===== src/rtl/if_pkg.sv =====
// rtl/if_pkg.sv - shared state encoding and constants for the instruction-fetch stage
package if_pkg;

  localparam logic [1:0] FETCH = 2'd0;
  localparam logic [1:0] DROP  = 2'd1;
  localparam logic [1:0] WAIT  = 2'd2;

  localparam logic [31:0] NOP_INSTR = 32'b0;
  localparam logic [31:0] PC_STEP   = 32'd4;

  typedef struct packed {
    logic [31:0] instr;
    logic [31:0] pc_incr;
  } fetch_word_t;

endpackage


===== src/rtl/fetch_skid_buf.sv =====
// rtl/fetch_skid_buf.sv - one-entry holding register for a fetch that lands during a stall
module fetch_skid_buf
  import if_pkg::*;
(
  input  logic        clk,
  input  logic        rst,
  input  logic        load,
  input  logic        unload,
  input  logic        clear,
  input  fetch_word_t din,
  output fetch_word_t dout,
  output logic        full
);

  always_ff @(posedge clk) begin
    if (rst) begin
      dout <= '0;
      full <= 1'b0;
    end else if (clear || unload) begin
      full <= 1'b0;
    end else if (load) begin
      dout <= din;
      full <= 1'b1;
    end
  end

endmodule


===== src/rtl/if_fetch.sv =====
// rtl/if_fetch.sv - instruction-fetch stage: PC, single-outstanding imem port, stall skid, redirect squash
module if_fetch
  import if_pkg::*;
#(
  parameter logic [31:0] RESET_PC = 32'h0000_0000,
  parameter logic [31:0] PC_STEP  = if_pkg::PC_STEP
) (
  input  logic        clk,
  input  logic        rst,
  input  logic        stall,
  input  logic        redirect,
  input  logic [31:0] redirect_pc,
  output logic        imem_req,
  output logic [31:0] imem_addr,
  input  logic        imem_ack,
  input  logic [31:0] imem_rdata,
  output logic [31:0] pc_incr,
  output logic [31:0] instr,
  output logic [25:0] jumpoffset,
  output logic        valid
);

  logic [1:0]  state;
  logic [31:0] pc;
  logic [31:0] drop_addr;
  logic [31:0] pc_next_seq;
  logic        fetch_hit;
  logic        skid_full;
  fetch_word_t skid_q;

  assign pc_next_seq = pc + PC_STEP;
  assign fetch_hit   = (state == FETCH) && imem_ack && !redirect;

  // While draining a squashed request the port must keep presenting the old address.
  assign imem_req  = !rst && ((state == FETCH) || (state == DROP));
  assign imem_addr = (state == DROP) ? drop_addr : pc;

  fetch_skid_buf u_skid (
    .clk    (clk),
    .rst    (rst),
    .load   (fetch_hit && stall),
    .unload (skid_full && !stall),
    .clear  (redirect),
    .din    ({imem_rdata, pc_next_seq}),
    .dout   (skid_q),
    .full   (skid_full)
  );

  always_ff @(posedge clk) begin
    if (rst) begin
      state     <= FETCH;
      pc        <= RESET_PC;
      drop_addr <= RESET_PC;
    end else begin
      case (state)
        FETCH: begin
          if (redirect) begin
            pc <= redirect_pc;
            if (!imem_ack) begin
              state     <= DROP;
              drop_addr <= pc;
            end
          end else if (imem_ack) begin
            pc <= pc_next_seq;
            if (stall) state <= WAIT;
          end
        end
        DROP: begin
          if (redirect) pc <= redirect_pc;
          if (imem_ack) state <= FETCH;
        end
        WAIT: begin
          if (redirect) pc <= redirect_pc;
          if (redirect || !stall) state <= FETCH;
        end
        default: state <= FETCH;
      endcase
    end
  end

  // Redirect squashes whatever would have been presented, even under stall.
  always_ff @(posedge clk) begin
    if (rst || redirect) begin
      instr   <= NOP_INSTR;
      pc_incr <= '0;
      valid   <= 1'b0;
    end else if (!stall) begin
      if (fetch_hit) begin
        instr   <= imem_rdata;
        pc_incr <= pc_next_seq;
        valid   <= 1'b1;
      end else if (skid_full) begin
        instr   <= skid_q.instr;
        pc_incr <= skid_q.pc_incr;
        valid   <= 1'b1;
      end else begin
        instr   <= NOP_INSTR;
        pc_incr <= '0;
        valid   <= 1'b0;
      end
    end
  end

  assign jumpoffset = instr[25:0];

endmodule


===== config.mk =====
export PLATFORM = sky130hd
export DESIGN_NAME = if_fetch
export DESIGN_NICKNAME = d
export VERILOG_FILES = /design/src/rtl/if_pkg.sv /design/src/rtl/fetch_skid_buf.sv /design/src/rtl/if_fetch.sv
export SDC_FILE = /design/constraint.sdc
export NUM_CORES = 1
export LEC_CHECK = 0
export ABC_CLOCK_PERIOD_IN_PS = 6050
export CORE_MARGIN = 8
export CORE_UTILIZATION = 50
export DETAILED_ROUTE_END_ITERATION = 12
export PLACE_DENSITY = 0.79
export SETUP_SLACK_MARGIN = 0.2
export SKIP_CTS_REPAIR_TIMING = 1
export SLEW_MARGIN = 5
export SYNTH_ARGS = -nofsm -noshare
export SYNTH_HDL_FRONTEND = slang
export SYNTH_SLANG_ARGS = --single-unit

===== constraint.sdc =====
create_clock -name clk -period 6.05 [get_ports clk]
set_input_delay 0.605 -clock clk [delete_from_list [all_inputs] [get_ports clk]]
set_output_delay 0.605 -clock clk [all_outputs]
set_load 0.05 [all_outputs]

==> results of run 1 <==
[metrics by stage]
stage | util | instance area (µm²) | total power, µW
floorplan | - | 9092 | 1774
global placement | 0.6039 | 10810 | 1946
detailed placement | 0.6039 | 10810 | 1954
CTS | 0.6347 | 11360 | 3000
global route | 0.6347 | 11360 | 3111
finish | 0.6347 | 11360 | 2990
[layout by cell type, fill, tap and decap left out, drive strengths merged, types with 11 or more instances in the layout]
master / Yosys / final
and3: 44 / 44
xnor2: 13 / 13
dfxtp: 196 / 196
o21ai: 82 / 82
a21oi: 129 / 129
clkbuf: 95 / 17
a31oi: 16 / 16
nor3: 17 / 17
clkdlybuf4s50: 0 / 191
a32oi: 11 / 11
a22o: 12 / 12
nand2: 233 / 233
buf: 40 / 15
nor2: 84 / 84
inv: 11 / 16
a211oi: 19 / 19
nand3: 22 / 22
mux2: 25 / 25
nand4: 14 / 14
[power groups by stage]
stage	combinational, µW	sequential (µW)	clock (µW)
after floorplan	356	1420	0
after global placement	517	1430	0
after detailed placement	522	1430	0
after CTS	526	1400	1070
after global routing	566	1410	1130
final	525	1410	1060
[cells by family (layout without fill, tap and decap cells)]
family	after synthesis	after routing
AOI/OAI and AO/OA	313	313
xor gates and xnor gates	20	20
adders and majority gates	4	4
buffers and inverters	146	249
DFF	196	196
muxes	30	30
and+or+nand+nor	458	458
[per-layer routing]
| layer | part of all wire | up-vias |
|---|---|---|
| met5 | 0 | - |
| met4 | 0.017 | 0 |
| met3 | 0.096 | 43 |
| met2 | 0.45 | 368 |
| met1 | 0.44 | 3966 |
| li1 | - | 4222 |
[worst max-delay path, stage by stage]
cell and delay, ns:
buf_4 0.47, buf_4 0.76, nor2_1 0.11, clkdlybuf4s50_1 0.73
[state kept, by name, indices dropped and copies added, names as in the netlist]
name,cells
drop_addr,32
instr,32
pc,32
pc_incr,32
state,2
u_skid.dout,64
u_skid.full,1
valid,1
[synth_stat cells (5+ instances only)]
cell	count	area share
a211oi_1	19	0.016
a21oi_1	129	0.071
a22o_1	12	0.012
a311oi_1	9	0.0087
a31oi_1	16	0.011
a32oi_1	11	0.011
and3_1	44	0.030
and4_1	5	0.0048
buf_2	12	0.0066
buf_4	26	0.021
clkbuf_1	94	0.039
dfxtp_1	196	0.43
inv_1	11	0.0045
mux2_2	25	0.031
mux2i_1	5	0.0055
nand2_1	233	0.096
nand3_1	21	0.012
nand4_1	12	0.0083
nor2_1	84	0.035
nor3_1	17	0.0094
nor4_1	7	0.0048
o21ai_0	76	0.042
o21ai_1	6	0.0033
o31ai_1	5	0.0041
o32ai_1	6	0.0058
or3_1	5	0.0034
or4_1	8	0.0066
xnor2_1	13	0.013
xor2_1	7	0.0067
[final timing paths]
| check | startpoint | to | slack, ns | cells after the start |
|---|---|---|---|---|
| setup / recovery | rst | imem_req | 2.75 | 4 |
| hold / removal | u_skid.dout[43]$_SDFFE_PP0P_ | u_skid.dout[43]$_SDFFE_PP0P_ | 0.45 | 2 |
| setup reg to reg | state[1]$_SDFFE_PP0P_ | u_skid.dout[17]$_SDFFE_PP0P_ | 3.25 | 7 |
| hold reg to reg | u_skid.dout[43]$_SDFFE_PP0P_ | u_skid.dout[43]$_SDFFE_PP0P_ | 0.45 | 2 |
[area by class of cell]
cell class	instances	area, µm²
Tap cell	229	286.5
Clock inverter	15	125.1
Fill cell	1579	6540
Multi-Input combinational cell	825	4536
Sequential cell	196	3924
Inverter	11	41.29
Clock buffer	17	425.4
Timing Repair Buffer	206	2024
==> impl_metrics.csv, run 1 <==
group,metric,value,unit
outcome,status,"finished clean",
synthesis,synth_compound_area_frac,0.2053,
timing,hold_violations,0,
place,gp_congestion,0.8709,
pwr,power.leakage,0.003965,µW
route,wire_per_inst,17.27,µm
clocking,cts_buffer_depth,2,
synthesis,async_reset_ff_frac,0,
worst_setup_path,critical_path.max_fanout,78,
worst_setup_path,crit_type,"in -> out",
timing,fin_worst_skew,0.008643,ns
timing,holdWs,0.4517,ns
run,max_cap_violations,0,
clocking,tritoncts,"built",
pwr,p_sw_frac,0.3071,
synthesis,synth_edf_count,0,
timing,drv_slew,0,
clocking,clk_latency,0.43,ns
global_routing,grt_max_degree,79,
timing,timing.final.crit_period,3.302,ns
clocking,clk_pin_slew_worst_paths,0.07,ns
route,dr.first_iter.drc_count,859,
floorplanning,fp.dieW,150.9,µm
timing,fmaxAchievable,302.8,MHz
synthesis,ys_seq_elements,196,
route,via_per_inst,5.736,
timing,tightest_slew,1.123,ns
pwr,seq_power_share,0.470,
route,drc_errors,0,
place,dp.cells,1467,
global_routing,use_met2,0.3507,
worst_setup_path,cp-start-kind,"input port",
pwr,clkPwrFrac,0.354,
synthesis,synth-xor-area-share,0.01927,
place,dp_slack,2.686,ns
route,dr.pass1.iters,5,
layout,diodes,0,
floorplanning,ios,193,
pwr,power_density,263.2,nW/µm²
global_routing,top_usage_layer,"met2",
global_routing,grt_first_pass_wirelength,41130,µm
route,postRouteAntennaNets,0,
clocking,htreeDepth,4,
layout,drive_gt1_frac,0.06850,
synthesis,synth_mux_area_frac,0.03647,
timing,setup_viol,0,
synthesis,synth_top_family_by_area,"simple AND/OR/NAND/NOR gates",
pwr,p_int,2072,µW
pwr,p_sw,918.3,µW
worst_setup_path,crit_path_end_kind,"output pin",
place,io_buffers,192,
synthesis,avgSynthCellArea,7.791,µm²
floorplanning,core,17900,µm²
synthesis,synthCells,1167,
layout,final_cells,1499,
synthesis,synthFlopType,"dfxtp_1",
floorplanning,floorplan.initialDensity,0.5079,
pwr,vdd_drop_max,0.2025,mV
worst_hold_path,min_path_type,"reg -> reg",
synthesis,seq_area_frac_synth,0.4315,
global_routing,met3_usage,0.04810,
global_routing,track_usage,0.2221,
worst_setup_path,required,5.44,ns
global_routing,met1_usage,0.2974,
layout,finalNetCount,1330,
clocking,cts_buffers,17,
timing,rsz0062_at_grt,"no",
floorplanning,die_h,150.9,µm
layout,area_growth,24.96,%
route,via_count,8599,
clocking,clock_sinks,196,
floorplanning,dieArea,22760,µm²
synthesis,syn-cell-area,9092,µm²
timing,max_slew_margin,0.2511,
floorplanning,rows,49,
synthesis,synth_cell_types,58,
worst_setup_path,crit_arrival,2.70,ns
timing,tns,0,ns
synthesis,syn_nets,1240,
synthesis,synthSimpleGateAreaFrac,0.2291,
pwr,combPwrFrac,0.176,
global_routing,grt_pass1_vias,7960,
clocking,ctsRootBufferMaster,"clkbuf_16",
route,totalWireLength,25890,µm
global_routing,antenna_found_initial,0,
timing,worst_slack,2.748,ns
synthesis,synth_warnings,0,
synthesis,synthAdderAreaFrac,0.005504,
timing,fin_crit_sh,0.5458,
global_routing,overflow,0,
place,dp_hpwl,17510,µm
Note: power is estimated with default switching activity, not from simulation.
==> run 2, diff against run 1 <==
- ABC_CLOCK_PERIOD_IN_PS: 6050 -> 2700
- CORE_UTILIZATION: 50 -> 46
- PLACE_DENSITY: 0.79 -> 0.76
- clock period: 6.05 -> 2.7 ns (I/O delays scaled with it)
==> impl_metrics.csv, run 2 (same netlist as run 1, synthesis figures left out) <==
group,metric,value,unit
outcome,status,"finished clean",
timing,holdWs,0.2612,ns
timing,timing.final.crit_period,2.359,ns
clocking,cts_buffers,17,
layout,final_cell_mix,"233 x nand2_1, 194 x dfxtp_1, 158 x clkdlybuf4s50_1",
place,gp_congestion,0.9101,
worst_setup_path,critical_path.max_fanout,8,
global_routing,antenna_found_initial,1,
timing,rsz0062_at_grt,"yes",
floorplanning,ios,193,
worst_setup_path,r2r.worst_path.cells,5,
worst_hold_path,hold_end,"pc[9]$_SDFFE_PP0P_",
timing,hold_violations,0,
pwr,power.leakage,0.004296,µW
worst_setup_path,max_stage_delay,0.53,ns
floorplanning,fp.dieW,156.6,µm
layout,drive_gt1_frac,0.1127,
floorplanning,rows,51,
timing,max_slew_margin,0.4315,
global_routing,grt_pass1_vias,7964,
layout,largest_reg_flops,64,
timing,tightest_slew,0.8527,ns
worst_hold_path,hp-start,"rst",
timing,tns,0,ns
global_routing,track_usage,0.2150,
route,totalWireLength,27190,µm
timing,fin_crit_sh,0.8737,
timing,setup_viol,0,
worst_setup_path,cp-start-kind,"register",
global_routing,grt_max_degree,55,
route,dr.pass1.iters,5,
timing,drv_slew,0,
worst_setup_path,crit_type,"reg -> reg",
floorplanning,die_h,156.6,µm
clocking,cts_buffer_depth,2,
worst_setup_path,crit_path_end_kind,"register",
route,wire_per_inst,17.42,µm
clocking,ctsRootBufferMaster,"clkbuf_16",
worst_setup_path,cp_slowest_cell,"or4_1",
route,drc_errors,0,
worst_setup_path,r2r_end,"pc[29]$_SDFFE_PP0P_",
floorplanning,dieArea,24520,µm²
place,dp_hpwl,19150,µm
clocking,clk_latency,0.44,ns
timing,fin_worst_skew,0.01239,ns
layout,top_register,"u_skid.dout",
worst_setup_path,required,3.06,ns
run,max_cap_violations,0,
worst_hold_path,min_path_type,"in -> reg",
clocking,clock_sinks,196,
worst_hold_path,hold_depth,3,
worst_setup_path,r2r_setup_slack,0.34,ns
pwr,power_density,604.2,nW/µm²
route,via_per_inst,5.575,
clocking,tritoncts,"built",
timing,fmaxAchievable,423.9,MHz
worst_setup_path,r2r_start,"pc[11]$_SDFFE_PP0P_",
worst_setup_path,crit_arrival,2.72,ns
route,postRouteAntennaNets,0,
floorplanning,floorplan.initialDensity,0.4672,
clocking,htreeDepth,4,
pwr,vdd_drop_max,0.4757,mV
layout,final_common_cell,"nand2_1",
layout,finalNetCount,1355,
clocking,clk_pin_slew_worst_paths,0.07,ns
pwr,total_power,7263,µW
route,via_count,8703,
route,dr.first_iter.drc_count,814,
worst_setup_path,crit_chain,"nand4_1 > or2_0 > or4_1 > or4_1 > a31oi_1",
worst_setup_path,worst_path_most_repeated_cell,"or4_1",
floorplanning,core,19460,µm²
place,io_buffers,192,
global_routing,overflow,0,
global_routing,grt_first_pass_wirelength,42570,µm
layout,area_growth,32.21,%
run 2: metrics by stage:
stage	utilization	cells	area [µm²]	setup WS, ns
2_1_floorplan	-	1167	9092	0.4504
3_3_place_gp	0.5844	1528	11370	0.3579
3_5_place_dp	0.5844	1528	11370	0.2841
4_1_cts	0.6173	1560	12010	0.2689
5_1_grt	0.6176	1560	12020	0.1975
6_report	0.6177	1561	12020	0.3411
run 2: power by group:
part           internal (µW)  switching, µW
clock network           1600           1150
registers               3010            125
logic                    568            807
total                   5180           2090
run 2: worst max path at each step:
stage                     startpoint                        to  slack [ns]  cells past startpoint
2_1_floorplan  state[1]$_SDFFE_PP0P_             imem_addr[18]        0.45                      5
6_report         pc[11]$_SDFFE_PP0P_       pc[29]$_SDFFE_PP0P_        0.34                      5
3_3_place_gp      pc[3]$_SDFFE_PP0P_  pc_incr[22]$_SDFFE_PP0N_        0.36                      6
4_1_cts           pc[3]$_SDFFE_PP0P_  pc_incr[22]$_SDFFE_PP0N_        0.27                      6
5_1_grt          pc[19]$_SDFFE_PP0P_       pc[29]$_SDFFE_PP0P_        0.20                      5
3_5_place_dp      pc[3]$_SDFFE_PP0P_  pc_incr[22]$_SDFFE_PP0N_        0.28                      6
run 2: worst max-delay path, delay by kind of cell (launching register included):
kind / cells / cell delay [ns]
AOI/OAI and AO/OA: 1 / 0.15
DFF: 1 / 0.51
and+or+nand+nor: 4 / 1.62
run 2: cell type report:
| class | count | area (µm²) |
|---|---|---|
| clock buffer | 20 | 446.7 |
| clock inverter | 12 | 192.7 |
| sequential | 196 | 3926 |
| inverter | 11 | 41.29 |
| antenna | 1 | 2.502 |
| multi-input combinational | 825 | 4538 |
| tap | 265 | 331.6 |
| fill | 1707 | 7441 |
| timing repair buffer | 231 | 2542 |
run 2: routing by layer:
metal  share of wire  GRT usage  up-vias
li1                -          -     4271
met1            0.46     0.2930     4028
met2            0.44     0.3386      367
met3           0.086    0.04550       37
met4           0.014    0.05584        0
met5               0          0        -
